## src/rtl/cache_mem_arbiter.sv

```systemverilog
// -----------------------------------------------------------------------------
// cache_mem_arbiter
// Arbitrates one single-ported RAM between an instruction cache and a data
// cache. The dcache normally wins ties. A starvation counter guarantees the
// icache a grant after STARVE_LIMIT consecutive dcache grants taken while the
// icache was waiting.
//
// Ports
//   CLK, RST             clock, synchronous active-high reset
//   iREN, iaddr          icache read request / word address
//   iwait, iload         icache stall / read data
//   dREN, dWEN           dcache read / write request
//   daddr, dstore        dcache word address / write data
//   dwait, dload         dcache stall / read data
//   ramREN, ramWEN       RAM read / write strobes
//   ramaddr, ramstore    RAM address / write data
//   ramload, ramstate    RAM read data / status (0 FREE 1 BUSY 2 ACCESS 3 ERROR)
//   owner                current grant (0 none, 1 dcache, 2 icache)
//
// state  | meaning
// IDLE   | no grant; RAM strobes low; choose next owner
// DGRANT | dcache owns the RAM until ACCESS or request drop
// IGRANT | icache owns the RAM until ACCESS or request drop
// -----------------------------------------------------------------------------
module cache_mem_arbiter #(
   parameter logic [3:0] STARVE_LIMIT = 4'd8
) (
   input  logic        CLK,
   input  logic        RST,
   input  logic        iREN,
   input  logic [31:0] iaddr,
   output logic        iwait,
   output logic [31:0] iload,
   input  logic        dREN,
   input  logic        dWEN,
   input  logic [31:0] daddr,
   input  logic [31:0] dstore,
   output logic        dwait,
   output logic [31:0] dload,
   output logic        ramREN,
   output logic        ramWEN,
   output logic [31:0] ramaddr,
   output logic [31:0] ramstore,
   input  logic [31:0] ramload,
   input  logic [1:0]  ramstate,
   output logic [1:0]  owner
);

   typedef enum logic [1:0] {
      IDLE   = 2'd0,
      DGRANT = 2'd1,
      IGRANT = 2'd2
   } state_t;

   localparam logic [1:0] RAM_ACCESS = 2'd2;

   state_t     state_q, state_d;
   logic [3:0] starve_cnt_q, starve_cnt_d;

   logic d_req;
   logic d_done;
   logic i_done;
   logic starved;

   assign d_req   = dREN | dWEN;
   assign d_done  = (state_q == DGRANT) && d_req && (ramstate == RAM_ACCESS);
   assign i_done  = (state_q == IGRANT) && iREN  && (ramstate == RAM_ACCESS);
   assign starved = iREN && (starve_cnt_q == STARVE_LIMIT);

   always_comb begin
      state_d = state_q;
      case (state_q)
         IDLE: begin
            if (d_req && !starved) begin
               state_d = DGRANT;
            end else if (iREN) begin
               state_d = IGRANT;
            end
         end
         // A dropped request ends the grant without waiting for the RAM.
         DGRANT: if (!d_req || d_done) state_d = IDLE;
         IGRANT: if (!iREN  || i_done) state_d = IDLE;
         default: state_d = IDLE;
      endcase
   end

   always_comb begin
      starve_cnt_d = starve_cnt_q;
      if (!iREN || i_done) begin
         starve_cnt_d = 4'd0;
      end else if ((state_q == IDLE) && (state_d == DGRANT) &&
                   (starve_cnt_q < STARVE_LIMIT)) begin
         starve_cnt_d = starve_cnt_q + 4'd1;
      end
   end

   always_ff @(posedge CLK) begin
      if (RST) begin
         state_q      <= IDLE;
         starve_cnt_q <= 4'd0;
      end else begin
         state_q      <= state_d;
         starve_cnt_q <= starve_cnt_d;
      end
   end

   // RAM side is steered combinationally from the registered grant so that a
   // dropped request pulls its strobe low in the same cycle.
   always_comb begin
      ramREN   = 1'b0;
      ramWEN   = 1'b0;
      ramaddr  = 32'd0;
      ramstore = 32'd0;
      case (state_q)
         DGRANT: begin
            ramaddr  = daddr;
            ramstore = dstore;
            ramWEN   = dWEN;
            ramREN   = dREN & ~dWEN;
         end
         IGRANT: begin
            ramaddr  = iaddr;
            ramREN   = iREN;
         end
         default: ;
      endcase
   end

   assign owner = state_q;
   assign iwait = iREN  & ~i_done;
   assign dwait = d_req & ~d_done;
   assign iload = ramload;
   assign dload = ramload;

endmodule

```

## config.mk

```make
export PLATFORM = sky130hd
export DESIGN_NAME = cache_mem_arbiter
export DESIGN_NICKNAME = d
export VERILOG_FILES = /design/src/rtl/cache_mem_arbiter.sv
export SDC_FILE = /design/constraint.sdc
export NUM_CORES = 1
export LEC_CHECK = 0
export CORE_AREA = 2 2 103 105
export DETAILED_ROUTE_END_ITERATION = 12
export DIE_AREA = 0 0 105 107
export DONT_BUFFER_PORTS = 1
export PLACE_DENSITY = 0.41
export SYNTH_ARGS = -nofsm -noshare
export SYNTH_HDL_FRONTEND = slang
export SYNTH_SLANG_ARGS = --single-unit
```

## constraint.sdc

```tcl
create_clock -name CLK -period 2.2 [get_ports CLK]
set_input_delay 0.44 -clock CLK [delete_from_list [all_inputs] [get_ports CLK]]
set_output_delay 0.44 -clock CLK [all_outputs]
set_load 0.005 [all_outputs]
```

# Word-level counts from Yosys, hierarchy flattened
# Index checks and enable logic that the tools add are counted.
# word_totals
register_bits	6
input_bits	135
out_inout_bits	134
elab_cells	40
# classes
add_sub_neg	1
order_cmp	1
eq_ne	5
muxes	9
n_bitwise	7
reduce_logical	15
# op_table
op	n
one-hot mux 32 bit (2 select lines)	1
two-way mux 32 bit	1
logical AND 1 bit	8
two-way mux 2 bit	4
one-hot mux 2 bit (3 select lines)	1
adder 4 x 1 -> 4 bit (second input constant)	1
== test 2 x 1 -> 1 bit (second input constant)	2
== test 2 bit (second input constant)	2
== test 4 bit (second input constant)	1
less-than comparator 4 bit (second input constant)	1
bitwise AND 1 bit	3
logical NOT 1 bit	3
inverter 1 bit	3
logical NOT 2 bit	1
logical OR 1 bit	2
one-hot mux 1 bit (2 select lines)	1
OR reduction 2 bit	1
two-way mux 1 bit	1
OR 1 bit	1

# Depth between registers and ports, before layout
# logic_depth
depth_word	9
mapped_depth	8
mapped_depth_nobuf	7

# Worst setup path after synthesis
# Ideal clock, no wire load.
# synth_timing
kind	flip-flop to flip-flop
from	register state_q[0] (netlist: owner[0])
to	register starve_cnt_q[2]
setup_ns	0.072
arrival_time_ns	1.806
required_time_ns	2.128
slack_ns	0.322
stages_incl_launch_ff	8
path_buffers	0
period_less_slack_ns	1.878
cell_sequence	dfxtp_1 inv_1 ha_1 or3b_1 a32o_2 o211a_1 nand3_1 mux2i_1
# synth_via
elab_chain_len	9
elab_cells_between_ends	18
cone_classes	eq/ne (3); mux (5); reduce/logical (10)
# synth_rtl
item	line_no	rtl
start: declaration	57	state_t state_q, state_d;
start signal: assignment	102	state_q <= state_d;
== test 2 bit or == test 2 x 1 -> 1 bit (tied branches)	67, 72, 66	
logical AND 1 bit (on tied branches) (2 in series)	67, 66	
logical OR 1 bit (on tied branches)	82, 89, 81	
two-way mux 2 bit (on tied branches)	82, 81	
one-hot mux 2 bit (3 select lines)	72	case (state_q)
== test 2 x 1 -> 1 bit	91	end else if ((state_q == IDLE) && (state_d == DGRANT) &&
logical AND 1 bit (2 in series)	91	
end signal: assignment	103	starve_cnt_q <= starve_cnt_d;
end: declaration	58	logic [3:0] starve_cnt_q, starve_cnt_d;
# Parallel ways exist; a longest one is shown, timed or not.
# A chain may end at the register's enable or synchronous reset.

# Worst setup path in the final report
# layout_timing
from	register state_q[1] (netlist: owner[1])
to	output ramaddr[19]
# layout_via
elab_chain_len	2
elab_cells_between_ends	3
cone_classes	eq/ne (2); mux (1)
# layout_rtl
item	line_no	rtl
== test 2 bit or == test 2 x 1 -> 1 bit (tied branches)	114	case (state_q)
one-hot mux 32 bit (2 select lines) *	114	
end: declaration	42	output logic [31:0] ramaddr,
# Mark *: on every way between the ends. The rest lies on a longest branch, timed or not.

==> impl_metrics.yaml <==
outcome:
  status: "finished, final reports clean"
logic_synthesis:
  synth_top_cell_by_area: "buf_4"
  ys_ff_latch: 6
  synth_xor_area_share_pct: 0
  synth-edff-count: 0
  synth_top_family_by_area: "buffers and inverters"
  synth.area.mux_share_pct: 1.82
  yosys_warnings: 0
  yosysSeqAreaShare_pct: 7.27
  yosysMostFrequentCell: "buf_4"
  synthFlopType: "dfxtp_1"
  synth_area_leaders: "buf_4 (29%), a22oi_1 (15%), and2_1 (12%)"
  synthDistinctLibCells: 33
  synth.top_cells.by_count: "buf_4 (64), and2_1 (33), nor2b_1 (33), a22oi_1 (32), clkbuf_1 (12)"
  avgSynthCellArea_sq_um: 7.16
  async_flop_share_pct: 0
  syn_inst: 231
  synth_simple_gate_area_share_pct: 32.3
  synthAdderAreaFrac_pct: 4.54
  synth.cell_area_sq_um: 1650
  synth-compound-area-share_pct: 20.3
  synth_top_cell_area_share_pct: 29.1
  syn_nets: 372
drt:
  num_vias: 1281
  dr.pass1.iters: 4
  drc: 0
  drt-initial-drc-count: 61
  wl_per_cell_um: 15.9
  routed_wl_um: 4730
  via_per_inst: 4.30
  ant_nets: 0
power_and_ir_drop:
  intPower_uw: 331
  clkPwrFrac_pct: 32.0
  max-vdd-ir-drop_mv: 0.235
  comb_power_share_pct: 44.8
  power.density_nw_per_um2: 365
  power_leakage_uw: 0.000435
  pwr-share-seq_pct: 23.2
  switching_share_pct: 34.9
  switching_power_uw: 177
  finalPower_uw: 508
placed_design:
  dp_hpwl_um: 4010
  portBuffers: 0
  gp_congestion: 0.887
  place_area_sq_um: 1350
  dpl_worst_slack_ps: 252
layout:
  nets: 305
  final_area_sq_um: 1390
  layout-drive-gt1-share_pct: 10.5
  num_antenna_cells: 0
  syn2layout_area_growth_pct: -15.7
critical_path:
  ff2ff_setup_slack_ps: 220
  reg2reg_to: "starve_cnt_q[0]"
  rr_startpoint: "owner[1]"
  start_kind: "flop"
  worstPathArrival_ps: 1550
  rr_worst_depth: 7
  end_kind: "output port"
  path_class: "reg -> out"
  required_ps: 1760
  critical_path_peak_fanout: 41
clock_network:
  clock_latency_ps: 220
  ctsHoldBuffers: 0
  numCtsBuffers: 3
  cts_root_buf: "clkbuf_8"
  cts.sinks: 6
  htreeDepth: 1
  post_cts_resized: 0
  cts_buffer_depth: 2
  cts_tree: "done"
  cts_setup_buffers: 0
  clk_pin_slew_ps: 30
timing:
  maxSlewViolCount: 0
  hold_viol_final: 0
  rsz0062_at_grt: "no"
  setup_tns_ps: 0
  tightest_slew_ps: 326
  slew_headroom_pct: 78.3
  finalWorstSetupSlack_ps: 207
  period_needed_ps: 1990
  period_share_pct: 90.6
  setup_viol: 0
  fmax_mhz: 502
  fin_skew_ps: 1.22
global_routing:
  grt_usage_pct: 7.04
  grt_pass1_vias: 1132
  grt.overflow.total: 0
  grt_antenna_before_repair: 0
  grt_max_degree: 42
  grt_pass1_wl_um: 6250
die:
  initial_utilization_pct: 16.4
  die_x_um: 105
  core-area_sq_um: 10100
  dieArea_sq_um: 11200
  fp-row-count: 37
  io-pin-count: 269
  die_y_um: 107
min_path:
  min_path_cells: 1
  worstHoldStart: "RST"
  hold_end: "owner[1]"
  min_path_type: "in -> reg"
flow_run:
  drv_cap: 0
-- area by class of cell --
class | count | area, sq um
clock buffer | 3 | 41.3
fill | 1176 | 8700
inverter | 5 | 18.8
timing repair buffer | 7 | 65.1
tap | 136 | 170
multi-input combinational | 141 | 977
sequential | 6 | 120
-- stage by stage --
step	hold WS, ps	std cells	utilization [%]
3_3_place_gp	484	295	13.4
4_1_cts	292	298	13.8
5_1_grt	293	298	13.8
6_report	296	298	13.8
2_1_floorplan	448	231	-
3_5_place_dp	496	295	13.4
-- flip-flops by register name, summed over array words and instances, names as in the netlist --
signal,cells
owner,2
starve_cnt_q,4
-- power groups by stage --
| stage | clock, uW | sequential [uW] | combinational [uW] |
|---|---|---|---|
| after global routing | 174 | 118 | 249 |
| after floorplan | 0 | 120 | 275 |
| after global placement | 0 | 119 | 227 |
| final | 162 | 118 | 228 |
| after CTS | 168 | 118 | 229 |
| after detailed placement | 0 | 119 | 228 |
-- kinds of logic after synthesis --
kind of cell,count (synthesis)
simple gates,87
buf+inv,84
compound gates,45
fa+ha+maj,6
flops,6
mux,3
-- worst max-delay path, cell delays in order (launching register included) --
cell and delay, ps:
dfxtp_1 410, inv_1 90, ha_2 190, buf_4 220, a22oi_1 300, nor2b_1 110
-- layout by cell type (no fill, tap or decap), types with 2 or more instances in the layout --
cell type / n
dfxtp_1: 6
a22oi_1: 32
a21oi_1: 4
nor2b_1: 33
buf_4: 6
nor3_1: 2
mux2i_1: 3
and2_1: 33
inv_1: 5
clkbuf_8: 3
nand2_1: 8
ha_1: 5
a21boi_0: 3
-- per-layer routing --
layer / GRT usage [%] / vias to the layer above / share of wire, %
li1: - / 572 / -
met1: 7.79 / 576 / 37
met2: 11.7 / 123 / 49
met3: 3.16 / 10 / 11
met4: 3.05 / 0 / 3.0
met5: 0 / - / 0
-- worst max-delay path by stage --
stage / startpoint / endpoint / slack, ps / cells past startpoint
after global routing: owner[1] / starve_cnt_q[0] / 90 / 7
after detailed placement: owner[1] / starve_cnt_q[0] / 250 / 7
after global placement: owner[1] / starve_cnt_q[2] / 270 / 7
final: owner[1] / ramaddr[19] / 210 / 5
after CTS: owner[1] / ramaddr[22] / 200 / 4
after floorplan: owner[0] / starve_cnt_q[2] / 320 / 7
Power figures use the tool's default switching activity.
